[src/rtl/gb_bus_pkg.sv]
// Shared definitions for the Game Boy cartridge bus front-end and the mapper behind it:
// region codes, FSM encoding and address-nibble decode.
package gb_bus_pkg;

  localparam logic [2:0] REG_RAMEN   = 3'd0;
  localparam logic [2:0] REG_ROMLO   = 3'd1;
  localparam logic [2:0] REG_ROMHI   = 3'd2;
  localparam logic [2:0] REG_RAMBANK = 3'd3;
  localparam logic [2:0] REG_MODE    = 3'd4;
  localparam logic [2:0] REG_SRAM    = 3'd5;

  // A15-A12 nibbles that select each mapper register window
  localparam logic [3:0] NIB_RAMEN_LO   = 4'h0;
  localparam logic [3:0] NIB_RAMEN_HI   = 4'h1;
  localparam logic [3:0] NIB_ROMLO      = 4'h2;
  localparam logic [3:0] NIB_ROMHI      = 4'h3;
  localparam logic [3:0] NIB_RAMBANK_LO = 4'h4;
  localparam logic [3:0] NIB_RAMBANK_HI = 4'h5;
  localparam logic [3:0] NIB_MODE_LO    = 4'h6;
  localparam logic [3:0] NIB_MODE_HI    = 4'h7;
  localparam logic [3:0] NIB_SRAM_LO    = 4'hA;
  localparam logic [3:0] NIB_SRAM_HI    = 4'hB;

  typedef enum logic [1:0] {
    ST_IDLE   = 2'd0,
    ST_COUNT  = 2'd1,
    ST_ARMED  = 2'd2,
    ST_COMMIT = 2'd3
  } gb_bus_state_e;

  typedef struct packed {
    logic       hit;
    logic [2:0] region;
  } gb_bus_decode_t;

  // SRAM window only counts when the cartridge chip select was low
  function automatic gb_bus_decode_t decode_region(input logic [3:0] nib, input logic ce);
    gb_bus_decode_t d;
    d.hit    = 1'b1;
    d.region = REG_RAMEN;
    case (nib)
      NIB_RAMEN_LO, NIB_RAMEN_HI:     d.region = REG_RAMEN;
      NIB_ROMLO:                      d.region = REG_ROMLO;
      NIB_ROMHI:                      d.region = REG_ROMHI;
      NIB_RAMBANK_LO, NIB_RAMBANK_HI: d.region = REG_RAMBANK;
      NIB_MODE_LO, NIB_MODE_HI:       d.region = REG_MODE;
      NIB_SRAM_LO, NIB_SRAM_HI: begin
        d.region = REG_SRAM;
        d.hit    = ~ce;
      end
      default:                        d.hit = 1'b0;
    endcase
    return d;
  endfunction

endpackage

[src/rtl/gb_bus_sync.sv]
// Multi-flop synchronizer for asynchronous cartridge bus inputs, with a
// per-instance reset value so idle-high strobes do not fake a bus cycle.
module gb_bus_sync #(
  parameter int               WIDTH     = 1,
  parameter int               STAGES    = 2,
  parameter logic [WIDTH-1:0] RESET_VAL = '0
) (
  input  logic             clock,
  input  logic             reset,
  input  logic [WIDTH-1:0] bus,
  output logic [WIDTH-1:0] synced
);

  logic [WIDTH-1:0] chain [STAGES];

  always_ff @(posedge clock or negedge reset) begin
    if (!reset) begin
      for (int i = 0; i < STAGES; i++) chain[i] <= RESET_VAL;
    end else begin
      chain[0] <= bus;
      for (int i = 1; i < STAGES; i++) chain[i] <= chain[i-1];
    end
  end

  assign synced = chain[STAGES-1];

endmodule

[src/rtl/gb_bus_write_capture.sv]
// Oversamples the Game Boy cartridge bus, filters WR glitches and turns each
// completed CPU write into one region-decoded event behind a valid/ready buffer.
module gb_bus_write_capture
  import gb_bus_pkg::*;
#(
  parameter int SYNC_STAGES   = 2,
  parameter int FILTER_CYCLES = 3
) (
  input  logic          clock,
  input  logic          reset,
  input  logic [3:0]    inputAddress,
  input  logic [7:0]    inputData,
  input  logic          inputWR,
  input  logic          inputRD,
  input  logic          inputCE,
  input  logic          wrReady,
  output logic          wrValid,
  output logic [2:0]    wrRegion,
  output logic [7:0]    wrData,
  output logic          busError,
  output logic          overflow,
  output gb_bus_state_e fsm_state
);

  // Handshake: an event transfers on every clock edge where wrValid and wrReady
  // are both high; wrRegion/wrData are held stable while wrValid waits for wrReady.

  localparam int         STAGES = (SYNC_STAGES < 2) ? 2 : SYNC_STAGES;
  localparam logic [3:0] FILT   = 4'(FILTER_CYCLES);

  logic [2:0]  ctrl_s;
  logic [11:0] addr_data_s;
  logic        s_wr, s_rd, s_ce;
  logic [3:0]  s_addr;
  logic [7:0]  s_data;

  gb_bus_sync #(.WIDTH(3), .STAGES(STAGES), .RESET_VAL(3'b111)) u_ctrl_sync (
    .clock  (clock),
    .reset  (reset),
    .bus    ({inputWR, inputRD, inputCE}),
    .synced (ctrl_s)
  );

  gb_bus_sync #(.WIDTH(12), .STAGES(STAGES), .RESET_VAL(12'h000)) u_addr_data_sync (
    .clock  (clock),
    .reset  (reset),
    .bus    ({inputAddress, inputData}),
    .synced (addr_data_s)
  );

  assign s_wr   = ctrl_s[2];
  assign s_rd   = ctrl_s[1];
  assign s_ce   = ctrl_s[0];
  assign s_addr = addr_data_s[11:8];
  assign s_data = addr_data_s[7:0];

  gb_bus_state_e  state;
  logic [3:0]     cnt;
  logic [3:0]     cnt_next;
  logic [3:0]     cap_addr;
  logic [7:0]     cap_data;
  logic           cap_ce;
  logic           conflict;
  gb_bus_decode_t dec;

  assign cnt_next = cnt + 4'd1;
  assign conflict = ~s_rd & ~s_wr;
  assign dec      = decode_region(cap_addr, cap_ce);

  always_ff @(posedge clock or negedge reset) begin
    if (!reset) begin
      state    <= ST_IDLE;
      cnt      <= 4'd0;
      cap_addr <= 4'd0;
      cap_data <= 8'd0;
      cap_ce   <= 1'b1;
      busError <= 1'b0;
      wrValid  <= 1'b0;
      wrRegion <= 3'd0;
      wrData   <= 8'd0;
      overflow <= 1'b0;
    end else begin
      busError <= 1'b0;
      if (wrValid && wrReady) wrValid <= 1'b0;
      // Track every low WR sample so the final one before WR rises is what commits
      if (!s_wr && state != ST_COMMIT) begin
        cap_addr <= s_addr;
        cap_data <= s_data;
        cap_ce   <= s_ce;
      end
      case (state)
        ST_IDLE: begin
          if (!s_wr) begin
            cnt   <= 4'd1;
            state <= (FILT <= 4'd1) ? ST_ARMED : ST_COUNT;
          end
        end
        ST_COUNT: begin
          if (conflict) begin
            busError <= 1'b1;
            cnt      <= 4'd0;
            state    <= ST_IDLE;
          end else if (s_wr) begin
            cnt   <= 4'd0;
            state <= ST_IDLE;
          end else begin
            cnt <= (cnt >= FILT) ? FILT : cnt_next;
            if (cnt_next >= FILT) state <= ST_ARMED;
          end
        end
        ST_ARMED: begin
          if (conflict) begin
            busError <= 1'b1;
            cnt      <= 4'd0;
            state    <= ST_IDLE;
          end else if (s_wr) begin
            state <= ST_COMMIT;
          end
        end
        ST_COMMIT: begin
          cnt   <= 4'd0;
          state <= ST_IDLE;
          if (dec.hit) begin
            if (!wrValid || wrReady) begin
              wrValid  <= 1'b1;
              wrRegion <= dec.region;
              wrData   <= cap_data;
            end else begin
              overflow <= 1'b1;
            end
          end
        end
        default: state <= ST_IDLE;
      endcase
    end
  end

  assign fsm_state = state;

endmodule
[config.mk]
export PLATFORM = sky130hd
export DESIGN_NAME = gb_bus_write_capture
export DESIGN_NICKNAME = d
export VERILOG_FILES = /design/src/rtl/gb_bus_pkg.sv /design/src/rtl/gb_bus_sync.sv /design/src/rtl/gb_bus_write_capture.sv
export SDC_FILE = /design/constraint.sdc
export NUM_CORES = 1
export LEC_CHECK = 0
export ABC_AREA = 0
export CAP_MARGIN = 10
export CORE_MARGIN = 2
export CORE_UTILIZATION = 53
export CTS_CLUSTER_SIZE = 24
export DETAILED_ROUTE_END_ITERATION = 12
export HOLD_SLACK_MARGIN = 0.06
export PLACE_DENSITY = 0.76
export SLEW_MARGIN = 20
export SYNTH_ARGS = -nofsm -noshare
export SYNTH_HDL_FRONTEND = slang
export SYNTH_HIERARCHICAL = 1
export SYNTH_SLANG_ARGS = --single-unit
[constraint.sdc]
create_clock -name clock -period 2.18 [get_ports clock]
set_input_delay 0.436 -clock clock [delete_from_list [all_inputs] [get_ports clock]]
set_output_delay 0.436 -clock clock [all_outputs]
set_load 0.02 [all_outputs]
==> summary.md, run 1 <==
| Metric | Value |
|---|---|
| Total CTS buffers | `9` |
| Post-DP HPWL | `approximately 2500 um` |
| Core Box Area | `4354 um^2` |
| Worst-path cell chain | `clkdlybuf4s50_1` |
| P per Cell Area | `1299 nW/um^2` |
| Most area-hungry cell type in the Yosys netlist | `dfrtp_1` |
| Delay-heaviest family, CP | `buffers and inverters` |
| Antenna-violating nets left | `0` |
| Synth area leaders | `dfrtp_1 (58%), mux2_2 (8.0%), dfstp_2 (7.7%)` |
| Min-delay worst type | `reg2reg` |
| WP depth | `1` |
| R2R Setup Slk | `0.38 ns` |
| Die width | `71.34 um` |
| WL per Instance | `13.99 um` |
| # IOs | `34` |
| Top-count cell post-synth | `dfrtp_1` |
| Fin crit share | `0.8246` |
| Share of the synthesized area in the top cell type | `0.5830` |
| Root Driver | `clkbuf_8` |
| DRT Pass-1 Iters | `4` |
| Buf+Inv Stages, Crit Path | `1` |
| Ys Warns | `6` |
| Count of input and output buffers | `33` |
| Fmax | `556.3 MHz` |
| Reg2Reg Depth | `5` |
| Clk buf depth | `2` |
| Post-synth top cells | `dfrtp_1 (56), mux2_2 (17), buf_4 (15)` |
| Hold Fails Final Rpt | `0` |
| Setup-failing EPs final | `0` |
| Cell leakage power | `1.328 nW` |
| Largest net degree at the start of global routing | `23` |
| DRC viols | `0` |
| Setup CP Type | `reg2out` |
| CP Data Arrival Time | `1.36 ns` |
| RSZ-0062 raised after global routing | `no` |
| Max FO, Critical Path | `5` |
| Synthesized flop and latch total | `63` |
| Post-CTS Setup Repair Bufs | `0` |
| Global-route usage over all layers | `0.1624` |
| Synthesized instance count | `160` |
| Crit path launch | `fsm_state[1]` |
| Synthesized Nets | `between 150 and 200` |
| Via density per instance | `5.000` |
| Power, Total | `0.003802 W` |
| Vias | `1240` |
| Synthesized area | `2404 um^2` |
| Synth Flop Type | `dfrtp_1` |
| Syn Area/Cell | `15.02 um^2` |
| Slew HR | `0.6714` |
| Yosys cell types | `31` |
| Area growth from synthesis to layout | `21.81%` |
| Initial Util | `0.5520` |
| Layout Skew | `0.007450 ns` |
| RePlAce Congestion | `0.7547` |
| Initial antenna violation count | `0` |
| VDD IR max | `746.2 uV` |
| Clk_lat worst skew | `0.33 ns` |
| # nets final | `216` |
| CP max stage cell | `clkdlybuf4s50_1` |
| Initial DRC Count | `43` |
| CTS clk-pin slew, worst paths | `0.07 ns` |
| Grt total ovfl | `0` |
| Post-synth EDFFs | `0` |
| Critical path endpoint | `fsm_state[1]` |
| Outcome | `finished clean` |
| Area of the die | `5089 um^2` |
| Worst setup EP type | `output port` |
| Minimum clock period | `between 1.5 and 2 ns` |
| Reg2Reg Capture Point | `fsm_state[1]` |
| Die height | `71.34 um` |
| CTS tree | `yes` |
| Kind of start point of the critical path | `flip-flop` |
| Final design utilization | `0.6724` |
| Max-slew violations | `0` |
| Reg2reg start | `fsm_state[1]` |
| Cell Rows | `24` |
| Vias in the first global route | `~1400` |
| Req. time, crit path | `1.74 ns` |
| Post-Route WL | `3470 um` |
| Clock Sinks | `63` |
| Ant diodes | `0` |
| Worst-Margin Slew | `between 0.4 and 0.5 ns` |
| Seq/Total Area, Yosys | `0.6596` |
| Layout cells sized above 1 | `0.2755` |
| First-pass GRT wire length | `6099 um` |
| Slowest Stage Delay on Critical Path | `0.63 ns` |
| CTS HTree Levels | `3` |
| Ys async rst share | `1.000` |
| Max cap viols | `0` |
| Setup TNS | `0 ns` |
## state kept, by name, summed over array words and instances (netlist names)
name / flops
busError: 1
cap_addr: 4
cap_ce: 1
cap_data: 8
cnt: 4
fsm_state: 2
overflow: 1
u_addr_data_sync/chain: 12
u_addr_data_sync/synced: 12
u_ctrl_sync/chain: 3
u_ctrl_sync/synced: 3
wrData: 8
wrRegion: 3
wrValid: 1
## cell families (layout without fill, tap and decap cells)
kind of cell / count (synthesis) / in the layout / synth area share
flops: 63 / 63 / 0.6596
simple gates: 25 / 25 / 0.06352
mux: 23 / 23 / 0.1135
buf+inv: 22 / 58 / 0.06143
compound gates: 17 / 17 / 0.05466
fa+ha+maj: 7 / 7 / 0.03644
xor+xnor: 3 / 3 / 0.01093
## how the worst min path moves through the flow
stage	to	slack, ns	cells after the start	startpoint
after floorplan	busError	0.14	0	reset
after global placement	u_addr_data_sync/synced[4]	0.33	0	u_addr_data_sync/chain[16]
after detailed placement	u_addr_data_sync/synced[10]	0.33	0	u_addr_data_sync/chain[22]
after CTS	u_addr_data_sync/synced[11]	0.35	0	u_addr_data_sync/chain[23]
after global routing	u_addr_data_sync/synced[11]	0.35	0	u_addr_data_sync/chain[23]
final	u_addr_data_sync/synced[11]	0.35	0	u_addr_data_sync/chain[23]
## power by group
part	total (W)	internal, W	switching [W]
combinational	0.00109	0.000563	0.000532
sequential	0.00158	0.00141	0.000168
clock	0.00113	0.000680	0.000446
## layout by cell type (no fill, tap or decap), types with 2 or more instances in the layout
cell type	instances
buf_4	3
ha_1	7
nor3_1	4
nor2_1	5
a21oi_1	6
clkdlybuf4s50_1	32
and2_1	3
dfstp_2	7
o21bai_1	2
bufinv_16	2
mux2_4	4
xor2_1	2
clkbuf_8	10
dfrtp_1	56
o21ai_0	4
nand2_1	7
clkinvlp_4	2
inv_1	5
mux2_2	17
## area by class of cell
cell class	instances	area (um^2)
sequential	63	1585
fill	302	1426
multi-input combinational	75	670.6
timing repair buffer	37	357.8
clock buffer	10	137.6
clock inverter	6	92.59
tap	52	65.06
inverter	5	18.77
## metrics by stage
step	std cells	cell area, um^2	setup WS [ns]	hold slack [ns]
after global placement	231	2688	0.4014	0.3330
after floorplan	160	2404	0.4177	0.1404
after global routing	248	2928	0.2538	0.3541
final	248	2928	0.3823	0.3473
after CTS	248	2928	0.3548	0.3486
after detailed placement	231	2688	0.3725	0.3347
## layer usage
layer | up-vias | track usage | wire, um
li1 | 584 | - | -
met1 | 617 | 0.1815 | 1375
met2 | 30 | 0.2737 | 1842
met3 | 9 | 0.06329 | 172
met4 | 0 | 0.07547 | 79
met5 | - | 0 | 0
## repair_timing
| item | 4_1_cts | 5_1_grt |
|---|---|---|
| hold buffers | 1 | 0 |
| endpoints found under the hold margin | 18 | 0 |
| gates resized for setup | 0 | 0 |
Note: power is estimated with default switching activity, not from simulation.
==> run 2, diff against run 1 <==
Settings changed: CORE_UTILIZATION 53 to 48, PLACE_DENSITY 0.76 to 0.72.
Clock period 2.18 ns to 1.6 ns, I/O delays scaled along.
==> run 2 against run 1 <==
The run now ends with negative setup slack left. Sequential share of layout area is 2.7 points lower. Clock-buffer cell count rose by 2. Register-to-register slack worse by 0.41 ns. First-iteration DRC count up 53%. Clock skew shrank 0.0022 ns. Design area up 5.5%. Combinational power increased by 51%.
==> summary.md, run 2 (same netlist as run 1, synthesis figures left out) <==
| Metric | Value |
|---|---|
| Post-Route WL | `3762 um (was 3470 um)` |
| Area growth from synthesis to layout | `28.53% (was 21.81%)` |
| P per Cell Area | `1652 nW/um^2 (was 1299 nW/um^2)` |
| RePlAce Congestion | `0.9168 (was 0.7547)` |
| Minimum clock period | `1.626 ns` |
| First-pass GRT wire length | `6437 um (was 6099 um)` |
| GR met2 Demand/Resource | `0.2498 (was 0.2737)` |
| Filler cells | `350 (was 302)` |
| Worst-Margin Slew | `0.4502 ns (was 0.4906 ns)` |
| Vias | `1310 (was 1240)` |
| Initial DRC Count | `66 (was 43)` |
| Seq pwr share | `0.422 (was 0.416)` |
| # nets final | `228 (was 216)` |
| Pint | `0.003526 W (was 0.002656 W)` |
| Min-delay worst type | `reg2reg (unchanged)` |
| Layout cells sized above 1 | `0.3750 (was 0.2755)` |
| Req. time, crit path | `1.81 ns (was 1.74 ns)` |
| Ant diodes | `0 (unchanged)` |
| Power, Total | `0.005103 W (was 0.003802 W)` |
| RSZ-0062 raised after global routing | `yes (was no)` |
| Die height | `74.77 um (was 71.34 um)` |
| Slew HR | `0.6998 (was 0.6714)` |
| Met3 Track Usage GR | `0.04819 (was 0.06329)` |
| # IOs | `34 (unchanged)` |
| Fmax | `614.9 MHz` |
| Vias in the first global route | `1409 (was 1358)` |
| Root Driver | `clkbuf_8 (unchanged)` |
| Setup CP Type | `reg2reg (was reg2out)` |
| Grt total ovfl | `0 (unchanged)` |
| Setup-failing EPs final | `1 (was 0)` |
| Antenna-violating nets left | `0 (unchanged)` |
| R2R Setup Slk | `-0.03 ns (was 0.38 ns)` |
| Core Box Area | `4786 um^2 (was 4354 um^2)` |
| VDD IR max | `969.0 uV (was 746.2 uV)` |
| Fin Hold WS | `0.3471 ns (was 0.3473 ns)` |
| Kind of start point of the critical path | `flip-flop (unchanged)` |
| CTS clk-pin slew, worst paths | `0.06 ns (was 0.07 ns)` |
| Worst Hold Endpoint | `u_addr_data_sync/synced[9] (was u_addr_data_sync/synced[11])` |
| Commonest non-fill, non-tap cell in the layout | `dfrtp_1 (unchanged)` |
| Cell Rows | `25 (was 24)` |
| Switch Pwr | `0.001577 W (was 0.001145 W)` |
| Most frequent cells in the layout | `dfrtp_1 (54), mux2_2 (17), clkdlybuf4s50_1 (17) (was dfrtp_1 (56), clkdlybuf4s50_1 (32), mux2_2 (17))` |
| Reg2reg start | `fsm_state[1] (unchanged)` |
| Total CTS buffers | `9 (unchanged)` |
| Initial antenna violation count | `0 (unchanged)` |
| Clk buf depth | `2 (unchanged)` |
| Cell leakage power | `1.434 nW (was 1.328 nW)` |
| CTS tree | `yes (unchanged)` |
| Final instance area | `3089 um^2 (was 2928 um^2)` |
| DRC viols | `0 (unchanged)` |
| Largest net degree at the start of global routing | `28 (was 23)` |
| Met1 Use GR | `0.2022 (was 0.1815)` |
| Die width | `74.77 um (was 71.34 um)` |
| Initial Util | `0.5022 (was 0.5520)` |
| Reg2Reg Depth | `5 (unchanged)` |
| Global-route usage over all layers | `0.1631 (was 0.1624)` |
| Failing checks | `negative setup slack` |
| Area of the die | `5590 um^2 (was 5089 um^2)` |
| Clk_lat worst skew | `0.33 ns (about the same)` |
| Reg2Reg Capture Point | `fsm_state[1] (unchanged)` |
| Worst setup EP type | `flip-flop (was output port)` |
| Count of input and output buffers | `33 (unchanged)` |
| Via density per instance | `4.764 (was 5.000)` |
| DRT Pass-1 Iters | `4 (unchanged)` |
| Fraction of power spent switching nets | `0.3090 (was 0.3013)` |
| Final setup margin | `-0.02619 ns (was 0.3823 ns)` |
| Layout Skew | `0.005275 ns (was 0.007450 ns)` |
| Fin crit share | `1.016` |
| Global route hottest layer | `met2 (unchanged)` |
| Clock Sinks | `63 (unchanged)` |
| CTS HTree Levels | `3 (unchanged)` |
| Max cap viols | `0 (unchanged)` |
| Max-slew violations | `0 (unchanged)` |
| Clk pwr share | `0.255 (was 0.296)` |
| CP Data Arrival Time | `1.84 ns (was 1.36 ns)` |
| Max FO, Critical Path | `5 (unchanged)` |
| Post-DP HPWL | `2773 um (was 2496 um)` |
| Outcome | `finished, violations left (was finished clean)` |
| WL per Instance | `13.68 um (was 13.99 um)` |
| Power share of the combinational group | `0.323 (was 0.288)` |
| Hold Fails Final Rpt | `0 (unchanged)` |
| Placed cell area | `2839 um^2 (was 2688 um^2)` |
| WHS Path Cells | `0 (unchanged)` |
| Min-delay src | `u_addr_data_sync/chain[21] (was u_addr_data_sync/chain[23])` |
| Dpl ws | `-0.05994 ns (was 0.3725 ns)` |
run 2: changes by cell type in the layout (fill, tap and decap cells not counted), moves of 3 or more:
cell,delta
ha_2,+3
clkdlybuf4s50_1,-15
buf_12,+4
clkinv_2,+3
buf_4,+8
dlygate4sd2_1,+15
ha_1,-4
run 2: worst max-delay path, cell delays in order (launching register included):
cell and delay, ns:
dfrtp_2 0.44, inv_2 0.08, ha_4 0.14, nand3b_4 0.09, o41ai_4 0.42, mux2_4 0.33
run 2: metrics by stage:
| step | utilization | std cells | TNS, ns |
|---|---|---|---|
| after global placement | 0.5932 | 254 | -0.1058 |
| after CTS | 0.6327 | 271 | -0.02478 |
| after floorplan | - | 160 | -0.01462 |
| final | 0.6455 | 275 | -0.02619 |
| after global routing | 0.6455 | 275 | -0.1221 |
| after detailed placement | 0.5932 | 254 | -0.3623 |
run 2: routing by layer:
metal  vias to the layer above  part of all wire  wire length (um)
met5                         -                 0                 0
met4                         0             0.028               107
met3                        11             0.045               171
met2                        40              0.49              1851
met1                       652              0.43              1631
li1                        607                 -                 -
run 2: area by class of cell:
class / instances / area [um^2] / share of cell area
clock inverter: 4 / 45.04 / 0.01458
timing repair buffer: 49 / 479.2 / 0.1551
inverter: 5 / 18.77 / 0.006075
sequential: 63 / 1588 / 0.5140
multi-input combinational: 75 / 729.5 / 0.2361
tap: 67 / 83.83 / 0.02714
clock buffer: 12 / 145.1 / 0.04698
run 2: what timing repair did:
action | 4_1_cts | 5_1_grt
hold buffers | 1 | 0
gates resized for setup | 18 | 5
pin swaps | 0 | 2
endpoints found under the setup margin | 17 | 5
hold endpoints to repair | 16 | 0
buffers inserted | 0 | 4
run 2: how the worst max path moves through the flow:
stage                 startpoint            to  slack (ns)  cells past startpoint
global placement         wrReady     wrData[1]       -0.03                      4
finish              fsm_state[1]  fsm_state[1]       -0.03                      5
detailed placement       wrReady     wrData[0]       -0.06                      4
CTS                 fsm_state[1]  fsm_state[1]       -0.02                      5
floorplan           fsm_state[1]  fsm_state[1]       -0.01                      5
global route        fsm_state[1]  fsm_state[1]       -0.06                      5
run 2: power by group through the flow:
stage	clock, W	sequential, W	combinational [W]
2_1_floorplan	0	0.00237	0.000779
3_3_place_gp	0	0.00217	0.00161
6_report	0.00130	0.00215	0.00165
5_1_grt	0.00143	0.00220	0.00178
4_1_cts	0.00134	0.00216	0.00158
3_5_place_dp	0	0.00219	0.00167
==> run 3, diff against run 2 <==
Settings changed: HOLD_SLACK_MARGIN 0.06 to not set, TNS_END_PERCENT set to 20.
==> run 3 against run 2 <==
Core utilization shrank 0.052 points. Setup slack worse by 0.031 ns. First-iteration DRC count down 35%. Critical path type unchanged. The flow still finishes with violations (negative setup slack). Wire length is 0.64% lower. Highest routed layer unchanged. Non-clock buffer count decreased by 1.
==> summary.md, run 3 (same netlist as run 1, synthesis figures left out) <==
| Metric | Value |
|---|---|
| Setup CP Type | `reg2reg (unchanged)` |
| Via density per instance | `4.745 (was 4.764)` |
| CP Data Arrival Time | `1.87 ns (was 1.84 ns)` |
| Final setup margin | `-0.05672 ns (was -0.02619 ns)` |
| Seq pwr share | `0.422 (about the same)` |
| Delay-heaviest family, CP | `compound AO/OA/AOI/OAI gates (was flip-flops)` |
| Ant diodes | `0 (unchanged)` |
| Die height | `74.77 um (unchanged)` |
| Fmax | `603.6 MHz (was 614.9 MHz)` |
| RSZ-0062 raised after global routing | `yes (unchanged)` |
| Switch Pwr | `0.001578 W (was 0.001577 W)` |
| Area of the die | `5590 um^2 (unchanged)` |
| Layout Skew | `0.005963 ns (was 0.005275 ns)` |
| Clock Sinks | `63 (unchanged)` |
| P per Cell Area | `1651 nW/um^2 (was 1652 nW/um^2)` |
| Kind of start point of the critical path | `flip-flop (unchanged)` |
| CP max stage cell | `o41ai_4 (was dfrtp_2)` |
| VDD IR max | `964.0 uV (was 969.0 uV)` |
| RePlAce Congestion | `0.9168 (unchanged)` |
| Vias in the first global route | `1410 (was 1409)` |
| Dpl cells | `254 (unchanged)` |
| Slew HR | `0.6781 (was 0.6998)` |
| Setup-failing EPs final | `1 (unchanged)` |
| Minimum clock period | `1.657 ns (was 1.626 ns)` |
| Crit path launch | `cnt[1] (was fsm_state[1])` |
| Clk_lat worst skew | `0.33 ns (about the same)` |
| Req. time, crit path | `1.81 ns (about the same)` |
| Clk buf depth | `2 (unchanged)` |
| Clk pwr share | `0.255 (about the same)` |
| Min-delay src | `u_addr_data_sync/chain[21] (unchanged)` |
| Max cap viols | `0 (unchanged)` |
| Worst setup EP type | `flip-flop (unchanged)` |
| DRC viols | `0 (unchanged)` |
| Initial DRC Count | `43 (was 66)` |
| DRT Pass-1 Iters | `4 (unchanged)` |
| Worst-path cell chain | `ha_4 -> xor2_2 -> o41ai_4 -> mux2_4 (was inv_2 -> ha_4 -> nand3b_4 -> o41ai_4 -> mux2_4)` |
| Final Instance Count excl. Fillers | `274 (was 275)` |
| Cell Rows | `25 (unchanged)` |
| Largest net degree at the start of global routing | `28 (unchanged)` |
| Vias | `1300 (was 1310)` |
| Most frequent cells in the layout | `dfrtp_1 (53), mux2_2 (17), clkdlybuf4s50_1 (17) (was dfrtp_1 (54), mux2_2 (17), clkdlybuf4s50_1 (17))` |
| Worst-Margin Slew | `0.4805 ns (was 0.4502 ns)` |
| Grt total ovfl | `0 (unchanged)` |
| Power share of the combinational group | `0.322 (was 0.323)` |
| Outcome | `finished, violations left (unchanged)` |
| Root Driver | `clkbuf_8 (unchanged)` |
| Initial Util | `0.5022 (unchanged)` |
| Count of input and output buffers | `33 (unchanged)` |
| Post-DP HPWL | `2773 um (unchanged)` |
| CTS clk-pin slew, worst paths | `0.06 ns (about the same)` |
| CTS tree | `yes (unchanged)` |
| Slowest Stage Delay on Critical Path | `0.43 ns (was 0.44 ns)` |
| Min-delay worst type | `reg2reg (unchanged)` |
| Fin crit share | `1.035 (was 1.016)` |
| WL per Instance | `13.64 um (was 13.68 um)` |
| Commonest non-fill, non-tap cell in the layout | `dfrtp_1 (unchanged)` |
| Max FO, Critical Path | `3 (was 5)` |
| Antenna-violating nets left | `0 (unchanged)` |
| Global-route usage over all layers | `0.1622 (was 0.1631)` |
| Post-Route WL | `3738 um (was 3762 um)` |
| # nets final | `227 (was 228)` |
| CTS HTree Levels | `3 (unchanged)` |
| Fraction of power spent switching nets | `0.3095 (was 0.3090)` |
| Hold Fails Final Rpt | `0 (unchanged)` |
| Total CTS buffers | `9 (unchanged)` |
| Reg2reg start | `cnt[1] (was fsm_state[1])` |
| Layout cells sized above 1 | `0.3816 (was 0.3750)` |
| Die width | `74.77 um (unchanged)` |
| Power, Total | `0.005096 W (was 0.005103 W)` |
| Max-slew violations | `0 (unchanged)` |
| Buf+Inv Stages, Crit Path | `0 (was 1)` |
| First-pass GRT wire length | `6403 um (was 6437 um)` |
| Initial antenna violation count | `0 (unchanged)` |
| Core Box Area | `4786 um^2 (unchanged)` |
| Cell leakage power | `1.426 nW (was 1.434 nW)` |
| # IOs | `34 (unchanged)` |
| Area growth from synthesis to layout | `28.42% (was 28.53%)` |
| Failing checks | `negative setup slack (unchanged)` |
| Pint | `0.003519 W (was 0.003526 W)` |
[run 3: changes by cell type in the layout (fill, tap and decap cells not counted), sizes merged]
cell,before,now
buf,16,15
[run 3: worst paths after layout]
path / to / cells past startpoint / slack (ns)
max in group asynchronous: u_ctrl_sync/synced[1] / 3 / 0.58
min in group asynchronous: u_addr_data_sync/chain[22] / 2 / 0.47
setup reg to reg: fsm_state[1] / 4 / -0.06
setup / recovery: fsm_state[1] / 4 / -0.06
hold reg to reg: u_addr_data_sync/synced[9] / 0 / 0.35
hold / removal: u_addr_data_sync/synced[9] / 0 / 0.35
[run 3: final cells by class]
| class | instances | area (um^2) |
|---|---|---|
| clock buffer | 12 | 145.1 |
| clock inverter | 4 | 45.04 |
| fill | 353 | 1699 |
| inverter | 5 | 18.77 |
| multi-input combinational | 75 | 742.0 |
| sequential | 63 | 1589 |
| tap | 67 | 83.83 |
| timing repair buffer | 48 | 462.9 |
[run 3: metal layers]
layer,GRT usage,share of wire,vias up
met5,0,0,-
met4,0.1071,0.024,0
met3,0.04819,0.044,9
met2,0.2498,0.50,34
met1,0.1995,0.43,647
li1,-,-,610
[run 3: stage by stage]
stage | util | TNS, ns | setup WS, ns | hold WS, ns | cell area (um^2)
finish | 0.6450 | -0.05672 | -0.05672 | 0.3471 | 3087
global route | 0.6450 | -0.1162 | -0.08346 | 0.3598 | 3087
CTS | 0.6314 | -0.04281 | -0.03978 | 0.3487 | 3022
detailed placement | 0.5932 | -0.3623 | -0.05994 | 0.2892 | 2839
global placement | 0.5932 | -0.1058 | -0.02677 | 0.2728 | 2839
floorplan | - | -0.01462 | -0.01462 | 0.02441 | 2441
[run 3: repair_timing]
action | in CTS | in global routing
endpoints found under the setup margin | 17 | 5
endpoints found under the hold margin | 16 | 0
gates resized for setup | 16 | 11
setup buffers | 0 | 3
hold buffers | 1 | 0
pin swaps | 0 | 2
[run 3: power by group through the flow]
stage / logic, W / clock network [W] / registers, W
2_1_floorplan: 0.000779 / 0 / 0.00237
3_3_place_gp: 0.00161 / 0 / 0.00217
3_5_place_dp: 0.00167 / 0 / 0.00219
4_1_cts: 0.00156 / 0.00134 / 0.00216
5_1_grt: 0.00178 / 0.00142 / 0.00220
6_report: 0.00164 / 0.00130 / 0.00215
